===== src/rtl/sdram_write_master.sv =====
// sdram_write_master: Avalon-MM write master draining a show-ahead user FIFO into SDRAM.
module sdram_write_master #(
  parameter int DATAWIDTH       = 16,
  parameter int BYTEENABLEWIDTH = 2,
  parameter int ADDRESSWIDTH    = 32,
  parameter int FIFODEPTH       = 32,
  parameter int FIFODEPTH_LOG2  = 5
) (
  input  logic                       clk,
  input  logic                       reset_n,
  input  logic                       control_fixed_location,
  input  logic [ADDRESSWIDTH-1:0]    control_write_base,
  input  logic [ADDRESSWIDTH-1:0]    control_write_length,
  input  logic                       control_go,
  output logic                       control_done,
  input  logic                       user_write_buffer,
  input  logic [DATAWIDTH-1:0]       user_buffer_data,
  output logic                       user_buffer_full,
  output logic [ADDRESSWIDTH-1:0]    master_address,
  output logic                       master_write,
  output logic [BYTEENABLEWIDTH-1:0] master_byteenable,
  output logic [DATAWIDTH-1:0]       master_writedata,
  input  logic                       master_waitrequest
);
  typedef enum logic {IDLE, WRITE} state_t;
  localparam logic [ADDRESSWIDTH-1:0]   STEP     = ADDRESSWIDTH'(BYTEENABLEWIDTH);
  localparam logic [ADDRESSWIDTH-1:0]   LEN_MASK = ~(STEP - ADDRESSWIDTH'(1));
  localparam logic [FIFODEPTH_LOG2:0]   CNT_ONE  = 1;
  localparam logic [FIFODEPTH_LOG2:0]   CNT_FULL = (FIFODEPTH_LOG2+1)'(FIFODEPTH);
  localparam logic [FIFODEPTH_LOG2-1:0] PTR_ONE  = 1;
  state_t state, state_next;
  logic [DATAWIDTH-1:0] mem [FIFODEPTH];
  logic [FIFODEPTH_LOG2-1:0] wr_ptr, rd_ptr;
  logic [FIFODEPTH_LOG2:0] count, count_next;
  logic [ADDRESSWIDTH-1:0] address, remaining, len_rounded;
  logic fixed, empty, push, pop, start, last;
  assign len_rounded       = control_write_length & LEN_MASK;
  assign start             = (state == IDLE) && control_go && (len_rounded != '0);
  assign empty             = (count == '0);
  assign push              = user_write_buffer & ~user_buffer_full;
  assign pop               = master_write & ~master_waitrequest;
  assign last              = pop && (remaining == STEP);
  assign master_address    = address;
  assign master_byteenable = '1;
  assign master_writedata  = mem[rd_ptr];
  assign count_next = (push & ~pop) ? count + CNT_ONE :
                      (~push & pop) ? count - CNT_ONE : count;
  always_comb begin
    state_next   = start ? WRITE : last ? IDLE : state;
    control_done = (state == IDLE);
    master_write = (state == WRITE) && !empty;
  end
  always_ff @(posedge clk or negedge reset_n) begin
    if (!reset_n) state <= IDLE;
    else state <= state_next;
  end
  always_ff @(posedge clk or negedge reset_n) begin
    if (!reset_n) begin
      address          <= '0;
      remaining        <= '0;
      fixed            <= 1'b0;
      wr_ptr           <= '0;
      rd_ptr           <= '0;
      count            <= '0;
      user_buffer_full <= 1'b0;
    end else begin
      count            <= count_next;
      user_buffer_full <= (count_next == CNT_FULL);
      if (push) wr_ptr <= wr_ptr + PTR_ONE;
      if (pop) rd_ptr <= rd_ptr + PTR_ONE;
      if (start) begin
        address   <= control_write_base;
        remaining <= len_rounded;
        fixed     <= control_fixed_location;
      end else if (pop) begin
        remaining <= remaining - STEP;
        if (!fixed) address <= address + STEP;
      end
    end
  end
  // Storage needs no reset: the pointers alone define what is valid.
  always_ff @(posedge clk) begin
    if (push) mem[wr_ptr] <= user_buffer_data;
  end
endmodule


===== config.mk =====
export PLATFORM = sky130hd
export DESIGN_NAME = sdram_write_master
export DESIGN_NICKNAME = d
export VERILOG_FILES = /design/src/rtl/sdram_write_master.sv
export SDC_FILE = /design/constraint.sdc
export NUM_CORES = 1
export LEC_CHECK = 0
export BUFFER_PORTS_ARGS = -buffer_cell sky130_fd_sc_hd__buf_2
export CAP_MARGIN = 20
export CORE_MARGIN = 3
export CORE_UTILIZATION = 49
export DETAILED_ROUTE_END_ITERATION = 6
export GPL_TIMING_DRIVEN = 0
export PLACE_DENSITY = 0.66
export SLEW_MARGIN = 10
export SYNTH_ARGS = -nofsm -noshare
export SYNTH_HDL_FRONTEND = slang
export SYNTH_SLANG_ARGS = --single-unit

===== constraint.sdc =====
create_clock -name clk -period 4.1 [get_ports clk]
set_clock_uncertainty 0.15 [all_clocks]
set_input_delay 0.205 -clock clk [delete_from_list [all_inputs] [get_ports clk]]
set_output_delay 0.205 -clock clk [all_outputs]
set_load 0.1 [all_outputs]

==> flow_summary.ini, run 1 <==
[synthesis]
yosys.area.top_type = edfxtp_1
synth.distinct_cells = 55
synth_area_leaders = edfxtp_1 (64%), mux4_2 (15%), dfrtp_1 (8.5%)
seq_area_frac_synth_pct = 72.3
synthCells = 1287
synth_most_common_cell = edfxtp_1
yosysWarnings = 0
async_flop_share_pct = 13.8
netlist_area_um2 = 24100
synth_area_per_cell_um2 = 18.7
synth_top_area_share_pct = 63.8
synth-edff-count = 512
ys.flop_type = edfxtp_1
yosys-top-cells-count = edfxtp_1 (512), mux4_2 (160), nand2_1 (92)
ys_ff_latch = 594

[finish]
areaGrowthSynthToFinish_pct = 20.1
nFillCells = 3477
multi_input_area_um2 = 6410
nNetsFinal = 1701
seqCellArea_um2 = 17400
drive_above_1_share_pct = 30.2
fin_util_pct = 60.1
final_cell_area_um2 = 28900
diodes = 0

[route]
drc_errors = 0
vias = 13420
dr.max_layer_used = met4
wl_met2_um = 27500
wl_per_cell_um = 24.3
wl_met1_um = 23700
routed_wl_um = 56100
drt_iter0_markers = 1270
drtPass1Iterations = 5
avgViaCountPerCell = 5.81
wl_met3_um = 3660
drtAntennaViolNets = 0

[clock_network]
cts.sinks = 594
cts_root_buffer = clkbuf_16
post-cts-setup-buffers = 0
cts_tree = built
cts_inserted_buffers = 60
clk_path_buf_depth = 3
cts_max_level = 2
clk_pin_slew_ns = 0.06
clk_latency_ns = 0.61

[worst_setup_path]
r2r_slack_ns = 0.85
crit_arrival_ns = 3.69
critical_path_depth = 6
required_ns = 3.74
crit_top_cell = mux4_2
endpoint_kind = output port
crit_path_start = rd_ptr[1]
critical-path-top-delay-family = buffers and inverters
rr_startpoint = count[0]
crit_chain = clkbuf_1, buf_1, mux4_2, mux4_2, mux2_2, buf_2
worst-path-max-fanout = 10
cp-start-kind = flop
crit_buf_inv = 3
timing.rr.end = remaining[31]
cp_slowest_cell = buf_1
crit_type = flop to output port
endpoint = master_writedata[6]
slowest_delay_ns = 0.67
rr_worst_depth = 9

[sta]
max_freq_mhz = 247
finalSetupTns_ns = 0
timing.final.crit_share_pct = 98.6
finalMaxSlewViolations = 0
layout_min_cycle_time_ns = 4.04
tightestPinTransition_ns = 0.908
hold_violations = 0
worst_hold_slack_ns = 0.148
max_slew_margin_pct = 39.5
finalSetupViolCount = 0
rsz0062_at_grt = false

[pwr]
p_leak_nw = 9.74
p_per_area_nw_per_um2 = 680
power.total_w = 0.0197
peakVddDrop_v = 0.000809

[floorplanning]
start_util_pct = 50.1
io_pins = 139
die_h_um = 228
dieArea_um2 = 51900
core-area_um2 = 48100
die_w_um = 228
rows = 80

[flow_run]
drv_cap = 0

[global_route]
grt_pass1_wl_um = 85700
antenna_found_initial = 0
grt_pass1_vias = 13595
track_usage_pct = 21.8
grt_max_degree = 61
overflow = 0

[placed_design]
place_area_um2 = 26200
io_buffer_count = 135
place_congestion = 0.837
post-dp-hpwl_um = 37000

[run_status]
outcome = completed

[hold_path]
hp-class = primary input to flop
-- registers in the layout (all words and copies together), names as in the netlist --
name	flops
rd_ptr	5
remaining	31
mem	512
state	1
fixed	1
user_buffer_full	1
master_address	32
count	6
wr_ptr	5
-- metrics by stage --
step | cells | setup WS [ns]
2_1_floorplan | 1288 | 1.23
3_3_place_gp | 2079 | 0.648
3_5_place_dp | 2112 | 0.612
4_1_cts | 2307 | 0.0244
5_1_grt | 2310 | 0.00883
6_report | 2310 | 0.0574
-- cell type report --
cell class | count | share of cell area (%)
repair buffers | 255 | 7.18
clock inverters | 40 | 0.943
clock buffers | 71 | 5.40
inverters | 14 | 0.182
multi-input cells | 615 | 22.2
flip-flops and latches | 594 | 60.2
plain buffers | 65 | 1.07
well taps | 656 | 2.84
-- cell usage in the layout, fill, tap and decap left out, types with 16 or more instances in the layout --
master / count
nand4_1: 16
nand3_1: 25
nor3_1: 16
edfxtp_1: 512
nor2_2: 32
o21ai_0: 47
dfrtp_1: 82
nor2_1: 33
xnor2_1: 26
mux2_2: 16
nand2_1: 92
buf_2: 151
buf_8: 32
mux4_2: 160
o211ai_1: 16
clkbuf_16: 61
clkbuf_1: 37
clkinv_1: 18
dlygate4sd3_1: 84
-- routing by layer --
metal	GRT usage [%]	vias to the layer above
met4	5.78	0
li1	-	5842
met5	0	-
met3	3.49	80
met2	35.9	558
met1	30.9	6940
-- how the worst min path moves through the flow --
stage / endpoint / slack [ns] / cells after the start / startpoint
after floorplan: count[0] / -0.24 / 0 / reset_n
after global placement: master_address[0] / 0.26 / 3 / control_write_base[0]
after detailed placement: master_address[14] / -0.02 / 1 / reset_n
after CTS: count[4] / 0.11 / 5 / master_waitrequest
after global routing: count[4] / 0.17 / 5 / master_waitrequest
final: count[4] / 0.15 / 5 / master_waitrequest
-- report_power, final --
| group | internal (W) | leakage [nW] | switching (W) |
|---|---|---|---|
| clock | 0.00290 | 0.909 | 0.00226 |
| sequential | 0.00710 | 5.65 | 0.000299 |
| combinational | 0.00256 | 3.19 | 0.00456 |
-- what timing repair did --
item,4_1_cts,5_1_grt
hold buffers,84,0
setup endpoints to repair,8,3
gates resized for setup,6,2
hold endpoints to repair,658,0
-- worst reg2reg max path, stage by stage, from the launching register on --
cell	delay, ns
dfrtp_1	0.44
inv_1	0.09
ha_1	0.24
or4b_1	0.24
o21a_1	0.33
buf_2	0.33
buf_1	0.61
nand3_1	0.25
o311ai_0	0.38
nand2_1	0.08
-- kinds of logic after synthesis --
| logic type | after synthesis | share of synthesized area (%) |
|---|---|---|
| XOR/XNOR | 41 | 1.49 |
| AO/OA/AOI/OAI | 106 | 2.77 |
| adder cells (fa/ha/maj) | 10 | 0.519 |
| flip-flops | 594 | 72.3 |
| buffers and inverters | 79 | 1.43 |
| multiplexers | 180 | 15.9 |
| other | 1 | 0.0156 |
| AND/OR/NAND/NOR | 276 | 5.60 |
No activity file was read; power rests on OpenSTA's default activity.
==> inputs of run 2 (changes only) <==
- ABC_AREA: unset -> 1
==> run 2 against run 1 <==
Compared with the run above: synthesized cell count grew 85%; maximum frequency increased by 1.2%; critical endpoint is now master_writedata[1]; first-iteration DRC count up 100%; sequential share of layout area fell by 3.9 points; sequential cell count stayed put; critical path type unchanged; worst setup slack gained 0.047 ns; routed wire length grew 52%; the flow now finishes with violations (design-rule violations).
==> flow_summary.ini, run 2 <==
[run_status]
outcome = finished, violations left
violations = design-rule violations

[route]
wl_per_cell_um = 25.0
drtAntennaViolNets = 0
vias = 20163
drtPass1Iterations = 7
drc_errors = 21
routed_wl_um = 85600
drt_iter0_markers = 2574
avgViaCountPerCell = 5.90

[finish]
fin_cells = 3420
nNetsFinal = 2789
layout_common_cells = edfxtp_1 (512), nor2_1 (414), nand2_1 (345), o21ai_0 (243), buf_2 (169)
nFillCells = 4320
areaGrowthSynthToFinish_pct = 18.8
layout_commonest_cell = edfxtp_1
largest_reg_flops = 512
regMostFlops = mem
drive_above_1_share_pct = 13.9
fin_util_pct = 59.6

[worst_setup_path]
endpoint_kind = output port
crit_arrival_ns = 3.64
required_ns = 3.74
worst-path-max-fanout = 10
cp-start-kind = flop
crit_type = flop to output port

[floorplanning]
io_pins = 139
start_util_pct = 50.1
die_h_um = 236
core-area_um2 = 51900
rows = 83
die_w_um = 236
dieArea_um2 = 55900

[synthesis]
ys.flop_type = edfxtp_1
yosys-top-cells-count = edfxtp_1 (512), nor2_1 (446), nand2_1 (345)
async_flop_share_pct = 13.8
synth_area_per_cell_um2 = 10.9
synthCells = 2383
yosys.area.top_type = edfxtp_1
ys_ff_latch = 594
seq_area_frac_synth_pct = 66.9
yosysWarnings = 0
synth.distinct_cells = 39
synth_top_area_share_pct = 59.1
synth_area_leaders = edfxtp_1 (59%), dfrtp_1 (7.9%), nor2_1 (6.4%)
netlist_area_um2 = 26000
synth_most_common_cell = edfxtp_1
synth-edff-count = 512

[hold_path]
hp-class = primary input to flop

[global_route]
grt_pass1_vias = 19197
met3_usage_pct = 5.90
grt_pass1_wl_um = 125000
track_usage_pct = 30.1
grt_max_degree = 57
met1_usage_pct = 41.4
overflow = 0
met2_usage_pct = 46.3
busiest_layer = met2
antenna_found_initial = 1

[pwr]
p_per_area_nw_per_um2 = 780
peakVddDrop_v = 0.00157
p_seq_share_pct = 31.8
swShare_pct = 46.6
p_leak_nw = 11.3
p_int_w = 0.0129
power.switching_w = 0.0112
combPwrFrac_pct = 45.3
p_clk_share_pct = 22.8

[clock_network]
cts_max_level = 2
cts_tree = built
clk_pin_slew_ns = 0.06
cts.sinks = 594
post-cts-setup-buffers = 0
cts_inserted_buffers = 61
cts_root_buffer = clkbuf_16
clk_path_buf_depth = 3
clk_latency_ns = 0.66

[sta]
max_slew_margin_pct = 44.7
layout_min_cycle_time_ns = 4.00
tightestPinTransition_ns = 0.830
finalMaxSlewViolations = 0
rsz0062_at_grt = false
max_freq_mhz = 250
finalSetupTns_ns = 0
finalSetupViolCount = 0
hold_violations = 0
timing.final.crit_share_pct = 97.5

[placed_design]
post-dp-hpwl_um = 58600
place_congestion = 1.03
dp.cells = 3232
io_buffer_count = 135

[flow_run]
drv_cap = 0
-- run 2: cell count changes after synthesis, sizes merged, moves of 78 or more --
| cell | previous run | this run |
|---|---|---|
| nor2 | 65 | 456 |
| inv | 14 | 100 |
| nand2 | 92 | 347 |
| o21ai | 50 | 297 |
| nand3 | 27 | 157 |
| mux4 | 160 | 0 |
| o211ai | 16 | 94 |
-- run 2: path summary, 6_finish.rpt --
path	slack [ns]	start	endpoint	depth (start not counted)
worst max-delay path	0.10	rd_ptr[0]	master_writedata[1]	10
worst min-delay path	0.03	user_buffer_data[5]	mem[31][5]	1
worst max register to register	1.23	user_buffer_full	mem[16][8]	5
worst min register to register	0.38	master_address[29]	master_address[29]	2
max in group asynchronous	2.96	reset_n	rd_ptr[0]	4
min in group asynchronous	0.48	reset_n	remaining[10]	4
-- run 2: cells by family after synthesis --
family,after synthesis,share of synthesized area (%)
xor gates and xnor gates,42,1.41
muxes,2,0.0865
other,1,0.0144
DFF,594,66.9
buffers and inverters,234,4.14
adders and majority gates,10,0.481
AOI/OAI and AO/OA,469,10.3
and+or+nand+nor,1031,16.6
-- run 2: area by class of cell --
type                    count  area, µm²  share of cell area, %
multi-input cells        1556       7610                   24.6
repair buffers            246       2000                   6.46
flip-flops and latches    594      17400                   56.3
clock inverters            26        324                   1.05
plain buffers             133        703                   2.27
clock buffers              83       1630                   5.27
inverters                 101        384                   1.24
well taps                 680        851                   2.75
diodes                      1       2.50                0.00809
-- run 2: routing by layer --
metal,part of all wire (%),vias up
met5,0,-
met4,5.5,0
met3,10,197
met2,45,1163
met1,40,9749
li1,-,9054
-- run 2: power by group through the flow --
stage / Sequential, W / Clock, W / Combinational [W]
after floorplan: 0.00841 / 0 / 0.00633
after global placement: 0.00778 / 0 / 0.0104
after detailed placement: 0.00779 / 0 / 0.0106
after CTS: 0.00767 / 0.00555 / 0.0107
after global routing: 0.00774 / 0.00581 / 0.0116
final: 0.00768 / 0.00550 / 0.0109
-- run 2: timing repair --
item / 4_1_cts / 5_1_grt
hold buffers: 78 / 0
gates cloned: 0 / 0
endpoints found under the setup margin: 7 / 10
resized for setup: 3 / 11
hold endpoints to repair: 275 / 0
-- run 2: stage by stage --
step / cell area [µm²] / power (W) / worst slack (ns) / hold WS, ns
global placement: 27600 / 0.0182 / 0.509 / 0.287
detailed placement: 28200 / 0.0184 / 0.507 / 0.0154
floorplan: 26000 / 0.0147 / 1.22 / -0.241
finish: 30900 / 0.0241 / 0.104 / 0.0278
global route: 30900 / 0.0251 / 0.0478 / 0.0229
CTS: 30900 / 0.0240 / 0.0260 / 0.00656
-- run 2: critical path: stages (launching register included) --
cell and delay, ns:
dfrtp_2 0.54, inv_2 0.17, buf_6 0.19, clkbuf_1 0.56
nor2_1 0.07, o21ai_0 0.38, o211ai_1 0.36, nand4_1 0.17
nand2_1 0.08, inv_1 0.05, buf_2 0.42
==> inputs of run 3 (changes only) <==
- PLACE_DENSITY: 0.66 -> 0.71
- SKIP_CTS_REPAIR_TIMING: unset -> 1
- clock period: 4.1 -> 4.9 ns (I/O delays scaled with it)
==> run 3 against run 2 <==
Compared with the run above: the flow now finishes without violations; register-to-register slack improved by 0.74 ns; final area is 0.11% lower; routed wire length down 1.6%; sequential cell count unchanged; sequential share of layout area is 0.055 points higher; sequential power fell by 16%; global-route usage fell by 0.86 points; via count rose by 0.97%.
==> flow_summary.ini, run 3 (synthesis gave the netlist of run 2 again) <==
[route]
drc_errors = 0
drt_iter0_markers = 2781
wl_per_cell_um = 24.7
avgViaCountPerCell = 5.97
vias = 20359
drtAntennaViolNets = 0
routed_wl_um = 84200
drtPass1Iterations = 5

[pwr]
peakVddDrop_v = 0.00102
p_leak_nw = 11.3
power.total_w = 0.0202
p_per_area_nw_per_um2 = 653

[worst_setup_path]
crit_buf_inv = 4
cp-start-kind = flop
crit_top_cell = o211ai_1
cp_slowest_cell = clkbuf_1
crit_type = flop to output port
slowest_delay_ns = 0.75
endpoint_kind = output port
worst-path-max-fanout = 10
critical-path-top-delay-family = buffers and inverters
crit_chain = buf_4, clkbuf_1, o21ai_0, o211ai_1, o211ai_1, nand4_1, nand2_1, inv_1, buf_2
crit_arrival_ns = 4.03
required_ns = 4.51

[clock_network]
cts_root_buffer = clkbuf_16
clk_latency_ns = 0.64
clk_pin_slew_ns = 0.06
cts_max_level = 2
cts.sinks = 594
clk_path_buf_depth = 3
cts_tree = built
cts_inserted_buffers = 60

[floorplanning]
core-area_um2 = 51900
die_h_um = 236
dieArea_um2 = 55900
start_util_pct = 50.1
io_pins = 139
die_w_um = 236
rows = 83

[run_status]
outcome = completed

[finish]
final_cell_area_um2 = 30900
regMostFlops = mem
largest_reg_flops = 512
layout_commonest_cell = edfxtp_1
fin_util_pct = 59.5
areaGrowthSynthToFinish_pct = 18.7
layout_common_cells = edfxtp_1 (512), nor2_1 (414), nand2_1 (345), o21ai_0 (243), buf_2 (169)
nNetsFinal = 2778
drive_above_1_share_pct = 14.1
diodes = 0

[global_route]
overflow = 0
grt_pass1_wl_um = 123000
track_usage_pct = 29.3
grt_max_degree = 59
antenna_found_initial = 0
grt_pass1_vias = 19152

[placed_design]
post-dp-hpwl_um = 57300
place_area_um2 = 28200
place_congestion = 1.03
io_buffer_count = 135

[sta]
max_freq_mhz = 226
finalMaxSlewViolations = 0
layout_min_cycle_time_ns = 4.42
timing.final.crit_share_pct = 90.3
finalSetupViolCount = 0
tightestPinTransition_ns = 0.973
max_slew_margin_pct = 35.1
finalSetupTns_ns = 0
hold_violations = 0
rsz0062_at_grt = false

[flow_run]
drv_cap = 0

[hold_path]
hp-class = primary input to flop
==> run 3: final cells by class <==
cell class / instances / area (µm²)
flip-flops and latches: 594 / 17400
fillers: 4249 / 21000
clock inverters: 41 / 474
inverters: 101 / 384
well taps: 680 / 851
repair buffers: 236 / 1920
clock buffers: 69 / 1540
multi-input cells: 1556 / 7610
plain buffers: 133 / 693
==> run 3: per-stage QoR <==
stage | worst slack (ns) | hold slack, ns | instances
after floorplan | 2.02 | -0.201 | 2384
after global placement | 1.33 | 0.329 | 3199
after detailed placement | 1.35 | 0.0320 | 3232
after CTS | 0.591 | -0.656 | 3342
after global routing | 0.456 | 0.0158 | 3410
final | 0.477 | 0.0139 | 3410
==> run 3: power breakdown <==
group	switching [W]	leakage, nW	internal (W)	total, W
Sequential	0.000406	5.68	0.00602	0.00643
Combinational	0.00695	4.62	0.00211	0.00906
Clock	0.00200	0.961	0.00268	0.00468
==> run 3: final timing paths <==
kind	startpoint	endpoint	slack, ns	depth (start not counted)
setup reg to reg	user_buffer_full	mem[7][10]	1.97	5
min in group asynchronous	reset_n	remaining[8]	0.52	4
hold reg to reg	master_address[0]	master_address[0]	0.40	1
setup / recovery	rd_ptr[0]	master_writedata[14]	0.48	9
hold / removal	control_go	master_address[4]	0.01	7
max in group asynchronous	reset_n	master_address[24]	3.71	4
==> run 3: metal layers <==
metal,global-route usage (%),vias up,share of wire (%)
li1,-,9033,-
met1,41.0,9887,39
met2,45.1,1268,45
met3,5.19,171,11
met4,13.0,0,4.7
met5,0,-,0
==> run 3: worst min-delay path: cells and delay by family <==
| kind | cells | cell delay [ns] |
|---|---|---|
| buf+inv | 2 | 0.16 |
| simple gates | 4 | 0.31 |
| compound gates | 1 | 0.05 |
